--- config.mk ---
export PLATFORM = sky130hd
export DESIGN_NAME = vbuf_chain_arb
export DESIGN_NICKNAME = d
export VERILOG_FILES = /design/src/rtl/vbuf_chain_arb.sv
export SDC_FILE = /design/constraint.sdc
export NUM_CORES = 1
export LEC_CHECK = 0
export ABC_AREA = 1
export BUFFER_PORTS_ARGS = -buffer_cell sky130_fd_sc_hd__clkbuf_2
export CAP_MARGIN = 20
export CORE_MARGIN = 4
export CORE_UTILIZATION = 45
export CTS_BUF_LIST = sky130_fd_sc_hd__clkbuf_8
export DETAILED_ROUTE_END_ITERATION = 8
export PLACE_DENSITY = 0.67
export SYNTH_ARGS = -nofsm -noshare
export SYNTH_HDL_FRONTEND = slang
export SYNTH_SLANG_ARGS = --single-unit
--- constraint.sdc ---
create_clock -name clk -period 5.8 [get_ports clk]
set_input_delay 1.16 -clock clk [delete_from_list [all_inputs] [get_ports clk]]
set_output_delay 1.16 -clock clk [all_outputs]
set_load 0.01 [all_outputs]
--- src/rtl/vbuf_chain_arb.sv ---
// vbuf_chain_arb: two-requester round-robin arbiter feeding a fixed-latency
// chain of DEPTH registered buffer stages. The whole chain advances together
// whenever the last stage is empty or being drained; empty slots travel as
// bubbles, so an accepted beat reaches the output after DEPTH clock edges
// in the absence of stalls.
//
// Ports:
//   clk, rst                    clock, asynchronous active-high reset
//   req0_valid/data/ready       requester 0 handshake (ready is combinational)
//   req1_valid/data/ready       requester 1 handshake (ready is combinational)
//   out_valid/data/src          last stage contents
//   out_ready                   downstream accept
//   occupancy                   count of valid beats held in the chain
module vbuf_chain_arb #(
    parameter int unsigned WIDTH = 8,
    parameter int unsigned DEPTH = 4
) (
    input  logic             clk,
    input  logic             rst,
    input  logic             req0_valid,
    input  logic [WIDTH-1:0] req0_data,
    output logic             req0_ready,
    input  logic             req1_valid,
    input  logic [WIDTH-1:0] req1_data,
    output logic             req1_ready,
    output logic             out_valid,
    output logic [WIDTH-1:0] out_data,
    output logic             out_src,
    input  logic             out_ready,
    output logic [3:0]       occupancy
);

    localparam int unsigned OCC_W = 4;

    typedef struct packed {
        logic             valid;
        logic             src;
        logic [WIDTH-1:0] data;
    } stage_t;

    stage_t             stage_q [DEPTH];
    stage_t             stage_d [DEPTH];
    logic               ptr_q;
    logic               ptr_d;
    logic [OCC_W-1:0]   occ_q;
    logic [OCC_W-1:0]   occ_d;
    logic               advance;
    logic               gnt0;
    logic               gnt1;
    logic               drain;

    // Arbitration: grants are gated by rst so readies stay low during reset.
    always_comb begin
        gnt0    = 1'b0;
        gnt1    = 1'b0;
        advance = !stage_q[DEPTH-1].valid || out_ready;
        if (!rst && advance) begin
            if (req0_valid && req1_valid) begin
                gnt0 = !ptr_q;
                gnt1 = ptr_q;
            end else begin
                gnt0 = req0_valid;
                gnt1 = req1_valid;
            end
        end
    end

    // Chain shift, pointer and occupancy next-state.
    always_comb begin
        for (int i = 0; i < int'(DEPTH); i++) begin
            stage_d[i] = stage_q[i];
        end
        ptr_d = ptr_q;
        drain = stage_q[DEPTH-1].valid && out_ready;

        if (advance) begin
            // Bubbles carry zero payload so idle request data never leaks in.
            stage_d[0].valid = gnt0 || gnt1;
            stage_d[0].src   = gnt1;
            stage_d[0].data  = gnt1 ? req1_data : (gnt0 ? req0_data : '0);
            for (int i = 1; i < int'(DEPTH); i++) begin
                stage_d[i] = stage_q[i-1];
            end
        end

        if (gnt0) begin
            ptr_d = 1'b1;
        end else if (gnt1) begin
            ptr_d = 1'b0;
        end

        occ_d = OCC_W'(occ_q + OCC_W'(gnt0 || gnt1) - OCC_W'(drain));
    end

    // State registers.
    always_ff @(posedge clk or posedge rst) begin
        if (rst) begin
            for (int i = 0; i < int'(DEPTH); i++) begin
                stage_q[i] <= '0;
            end
            ptr_q <= 1'b0;
            occ_q <= '0;
        end else begin
            for (int i = 0; i < int'(DEPTH); i++) begin
                stage_q[i] <= stage_d[i];
            end
            ptr_q <= ptr_d;
            occ_q <= occ_d;
        end
    end

    assign req0_ready = gnt0;
    assign req1_ready = gnt1;
    assign out_valid  = stage_q[DEPTH-1].valid;
    assign out_src    = stage_q[DEPTH-1].src;
    assign out_data   = stage_q[DEPTH-1].data;
    assign occupancy  = occ_q;

endmodule

==> impl_results.rst <==
.. list-table::
   :header-rows: 1

   * - Metric
     - Value
   * - Proportion of netlist area held by the largest area contributor
     - 0.548
   * - LEAKAGE
     - 1.22 nW
   * - Post-Synthesis Cell Area
     - 2060 um^2
   * - Fraction of layout cells with a size suffix above 1
     - 0.281
   * - Post-synthesis net count
     - 241
   * - Yosys reg bits
     - 45
   * - DRT Pass-1 Iters
     - 4
   * - Area share of and/or/nand/nor cells after synthesis
     - 0.213
   * - Post-CTS Hold Fix Bufs
     - 0
   * - Count of endpoints failing setup in the final report
     - 0
   * - Vias
     - 1372
   * - Startpoint of the worst-slack reg-to-reg timing path
     - out_valid
   * - Number of placed I/O pins
     - 37
   * - Total half-perimeter wirelength after legalization and detailed placement
     - 2.31 mm
   * - R2R Path End
     - occupancy[2]
   * - Sequential group share of total power
     - 0.483
   * - Average vias per placed instance
     - 4.67
   * - Run status
     - finished, final reports clean
   * - Element type at the critical path end
     - output port
   * - Net count reported at finish
     - 268
   * - Clock-pin slew of the registers on the worst-case setup and hold paths
     - 0.08 ns
   * - RSZ-0062 raised after global routing
     - false
   * - Placeable core region
     - 4380 um^2
   * - Clock latency of the later-clocked register in the worst-skew pair
     - 0.29 ns
   * - Mean cell area of the mapped netlist
     - 9.56 um^2
   * - Sw Share
     - 0.359
   * - Routed wire length per instance
     - 11.2 um
   * - Hold Violations, Final
     - 0
   * - Yosys synthesis warning count
     - 0
   * - Largest cells by area after synthesis
     - sky130_fd_sc_hd__dfrtp_1, sky130_fd_sc_hd__nand2_1, sky130_fd_sc_hd__nand3_1, sky130_fd_sc_hd__o21ai_0, sky130_fd_sc_hd__inv_1
   * - ANT nets after route
     - 0
   * - Total overflow reported by the global router
     - 0
   * - Crit path required time
     - 4.64 ns
   * - Hold path depth
     - 2
   * - Peak VDD IR
     - 0.171 mV
   * - Gates resized, CTS repair
     - 0
   * - Maximum fanout along the worst path
     - 19
   * - Post-synthesis share of cell area spent on full adders, half adders and majority gates
     - 0.0341
   * - # rows
     - 24
   * - Sum Neg Setup Slack
     - 0 ns
   * - Die Wd
     - 75.6 um
   * - Number of clock buffers inserted by TritonCTS
     - 5
   * - Reg2Reg Depth
     - 8
   * - Root Buffer
     - sky130_fd_sc_hd__clkbuf_8
   * - Max-cap violation count
     - 0
   * - Number of distinct standard cells referenced by the synthesized netlist
     - 21
   * - Sink count of the clock tree
     - 45
   * - Combinational family with the most area after synthesis
     - simple AND/OR/NAND/NOR gates
   * - Clock Power Share
     - 0.194
   * - Least-Margin Pin Slew
     - 0.925 ns
   * - Buffers on Ports
     - 36
   * - Number of levels the H-tree was split into
     - 2
   * - P_int
     - 0.647 mW
   * - Part of the cycle the worst path needs
     - 0.551
   * - Total area of multi-input combinational cells
     - 696 um^2
   * - Hold worst-path end
     - stage_q[20]
   * - Upper clock frequency limit
     - 313 MHz
   * - Sequential fraction of the synthesis area
     - 0.548
   * - Synthesized-area fraction occupied by ao, oa, aoi and oai cells
     - 0.0828
   * - Storage cell area
     - 1130 um^2
   * - DIE HEIGHT
     - 75.6 um
   * - Reg-to-reg slack, setup
     - 3.52 ns
   * - Number of cells in the design after placement
     - 287
   * - Class of the tightest hold or removal check
     - reg -> reg
   * - Buffers inserted during post-CTS setup optimization
     - 0
   * - Number of pins with negative max-slew slack in the final report
     - 0
   * - Final GP Congestion
     - 0.784
   * - Post-route minimum period
     - 3.20 ns
   * - Cell type with the highest aggregate area in the netlist
     - sky130_fd_sc_hd__dfrtp_1
   * - Fraction of synthesized cell area in xor and xnor cells
     - 0.00852
   * - Kind of start point of the critical path
     - input pin
   * - Count of non-filler cells in the finished layout
     - 294
   * - Switching component of the power
     - 0.361 mW
   * - Bufs on Longest Clock Path
     - 2
   * - First-iteration detailed-routing DRC count
     - 102
   * - CTS tree
     - yes
   * - Category of the critical setup timing path
     - in -> out
   * - Max_slew headroom
     - 0.382
   * - Wire length of the first global-routing pass
     - 5.81 mm
   * - Largest net degree at the start of global routing
     - 48
   * - # diodes
     - 0
   * - Overall routing resource usage
     - 0.138
   * - Launch point of the worst hold path
     - stage_q[20]
   * - Final routed wirelength across all metal layers
     - 3.29 mm
   * - Synthesized instance count
     - 215
   * - Initial antenna violation count
     - 0
   * - Combinational cell fraction of total power
     - 0.324
   * - Vias in the first global route
     - 1325
   * - Portion of netlist area occupied by mux cells
     - 0
   * - Crit path arrival time
     - 2.04 ns
   * - Detailed-route DRC error count
     - 0
   * - Initial core utilization
     - 0.469
   * - P&R area growth vs syn
     - 10.0%
   * - Number of filler cells placed in the layout
     - 425
   * - Power density over the cells
     - 446 nW/um^2
   * - Final setup skew
     - 0.00557 ns
   * - Die Footprint
     - 5710 um^2
[critical path, stage by stage]
cell and delay [ns]:
sky130_fd_sc_hd__clkbuf_2 0.09, sky130_fd_sc_hd__inv_1 0.07, sky130_fd_sc_hd__a21oi_4 0.37, sky130_fd_sc_hd__nand2_1 0.12, sky130_fd_sc_hd__inv_1 0.09, sky130_fd_sc_hd__clkbuf_2 0.13
[power groups by stage]
| stage | combinational (mW) | sequential, mW | clock (mW) |
|---|---|---|---|
| 2_1_floorplan | 0.282 | 0.490 | 0 |
| 3_3_place_gp | 0.322 | 0.488 | 0 |
| 3_5_place_dp | 0.335 | 0.494 | 0 |
| 4_1_cts | 0.335 | 0.489 | 0.201 |
| 5_1_grt | 0.381 | 0.505 | 0.213 |
| 6_report | 0.326 | 0.486 | 0.195 |
[layer usage]
metal	wire [um]	GRT usage	vias up
li1	-	-	715
met3	200	0.0449	6
met4	76	0.0641	0
met1	1610	0.177	617
met5	0	0	-
met2	1400	0.213	34
[sequential cells by signal, summed over array words and instances (netlist names)]
name,flops
out_valid,1
out_data,8
ptr_q,1
stage_q,30
out_src,1
occupancy,4
[worst max path at each step]
stage,from,endpoint,slack [ns],cells past startpoint
floorplan,out_ready,req0_ready,2.87,5
global placement,out_ready,req1_ready,2.63,6
detailed placement,out_ready,req1_ready,2.61,6
CTS,out_ready,req1_ready,2.61,6
global route,out_ready,req1_ready,2.51,6
finish,out_ready,req1_ready,2.60,6
[cell families (layout without fill, tap and decap cells)]
logic type | Yosys count | count (layout)
flip-flops | 45 | 45
adder cells (fa/ha/maj) | 5 | 5
XOR/XNOR | 2 | 2
AND/OR/NAND/NOR | 91 | 91
AO/OA/AOI/OAI | 28 | 28
buffers and inverters | 44 | 71
[Yosys cell counts]
cell type                  instances
sky130_fd_sc_hd__fa_1              1
sky130_fd_sc_hd__nand3_2           7
sky130_fd_sc_hd__buf_4             9
sky130_fd_sc_hd__nand2_2          10
sky130_fd_sc_hd__inv_2             1
sky130_fd_sc_hd__a21oi_1           1
sky130_fd_sc_hd__a21oi_2           2
sky130_fd_sc_hd__buf_6             2
sky130_fd_sc_hd__clkbuf_1          1
sky130_fd_sc_hd__o21ai_2           3
sky130_fd_sc_hd__o21ai_0          21
sky130_fd_sc_hd__nand3_1          22
sky130_fd_sc_hd__ha_1              4
sky130_fd_sc_hd__clkbuf_2          1
sky130_fd_sc_hd__dfrtp_1          45
sky130_fd_sc_hd__buf_12            1
sky130_fd_sc_hd__buf_2             2
sky130_fd_sc_hd__a21oi_4           1
sky130_fd_sc_hd__inv_1            27
sky130_fd_sc_hd__nand2_1          52
sky130_fd_sc_hd__xnor2_1           2
[cell type report]
| type | count | area share |
|---|---|---|
| multi-input cells | 126 | 0.308 |
| repair buffers | 36 | 0.0796 |
| well taps | 52 | 0.0288 |
| clock buffers | 6 | 0.0365 |
| clock inverters | 1 | 0.00332 |
| flip-flops and latches | 45 | 0.498 |
| inverters | 28 | 0.0465 |
[stage by stage]
stage	cell area, um^2	hold slack (ns)	worst slack (ns)	power (mW)	utilization
final	2260	0.472	2.60	1.01	0.516
after global routing	2260	0.489	2.51	1.10	0.516
after CTS	2260	0.477	2.61	1.03	0.516
after detailed placement	2170	0.460	2.61	0.829	0.495
after global placement	2170	0.435	2.63	0.810	0.495
after floorplan	2060	0.419	2.87	0.773	-
[cells in the final DEF (no fill, tap or decap), types with 2 or more instances in the layout]
master                     count
sky130_fd_sc_hd__clkbuf_8      6
sky130_fd_sc_hd__nand2_1      52
sky130_fd_sc_hd__o21ai_2       3
sky130_fd_sc_hd__nand3_1      22
sky130_fd_sc_hd__o21ai_0      21
sky130_fd_sc_hd__ha_1          4
sky130_fd_sc_hd__inv_2         2
sky130_fd_sc_hd__inv_1        26
sky130_fd_sc_hd__nand3_2       7
sky130_fd_sc_hd__dfrtp_1      45
sky130_fd_sc_hd__clkbuf_2     36
sky130_fd_sc_hd__xnor2_1       2
sky130_fd_sc_hd__nand2_2      10
sky130_fd_sc_hd__a21oi_2       2
Note: power is estimated with default switching activity, not from simulation.
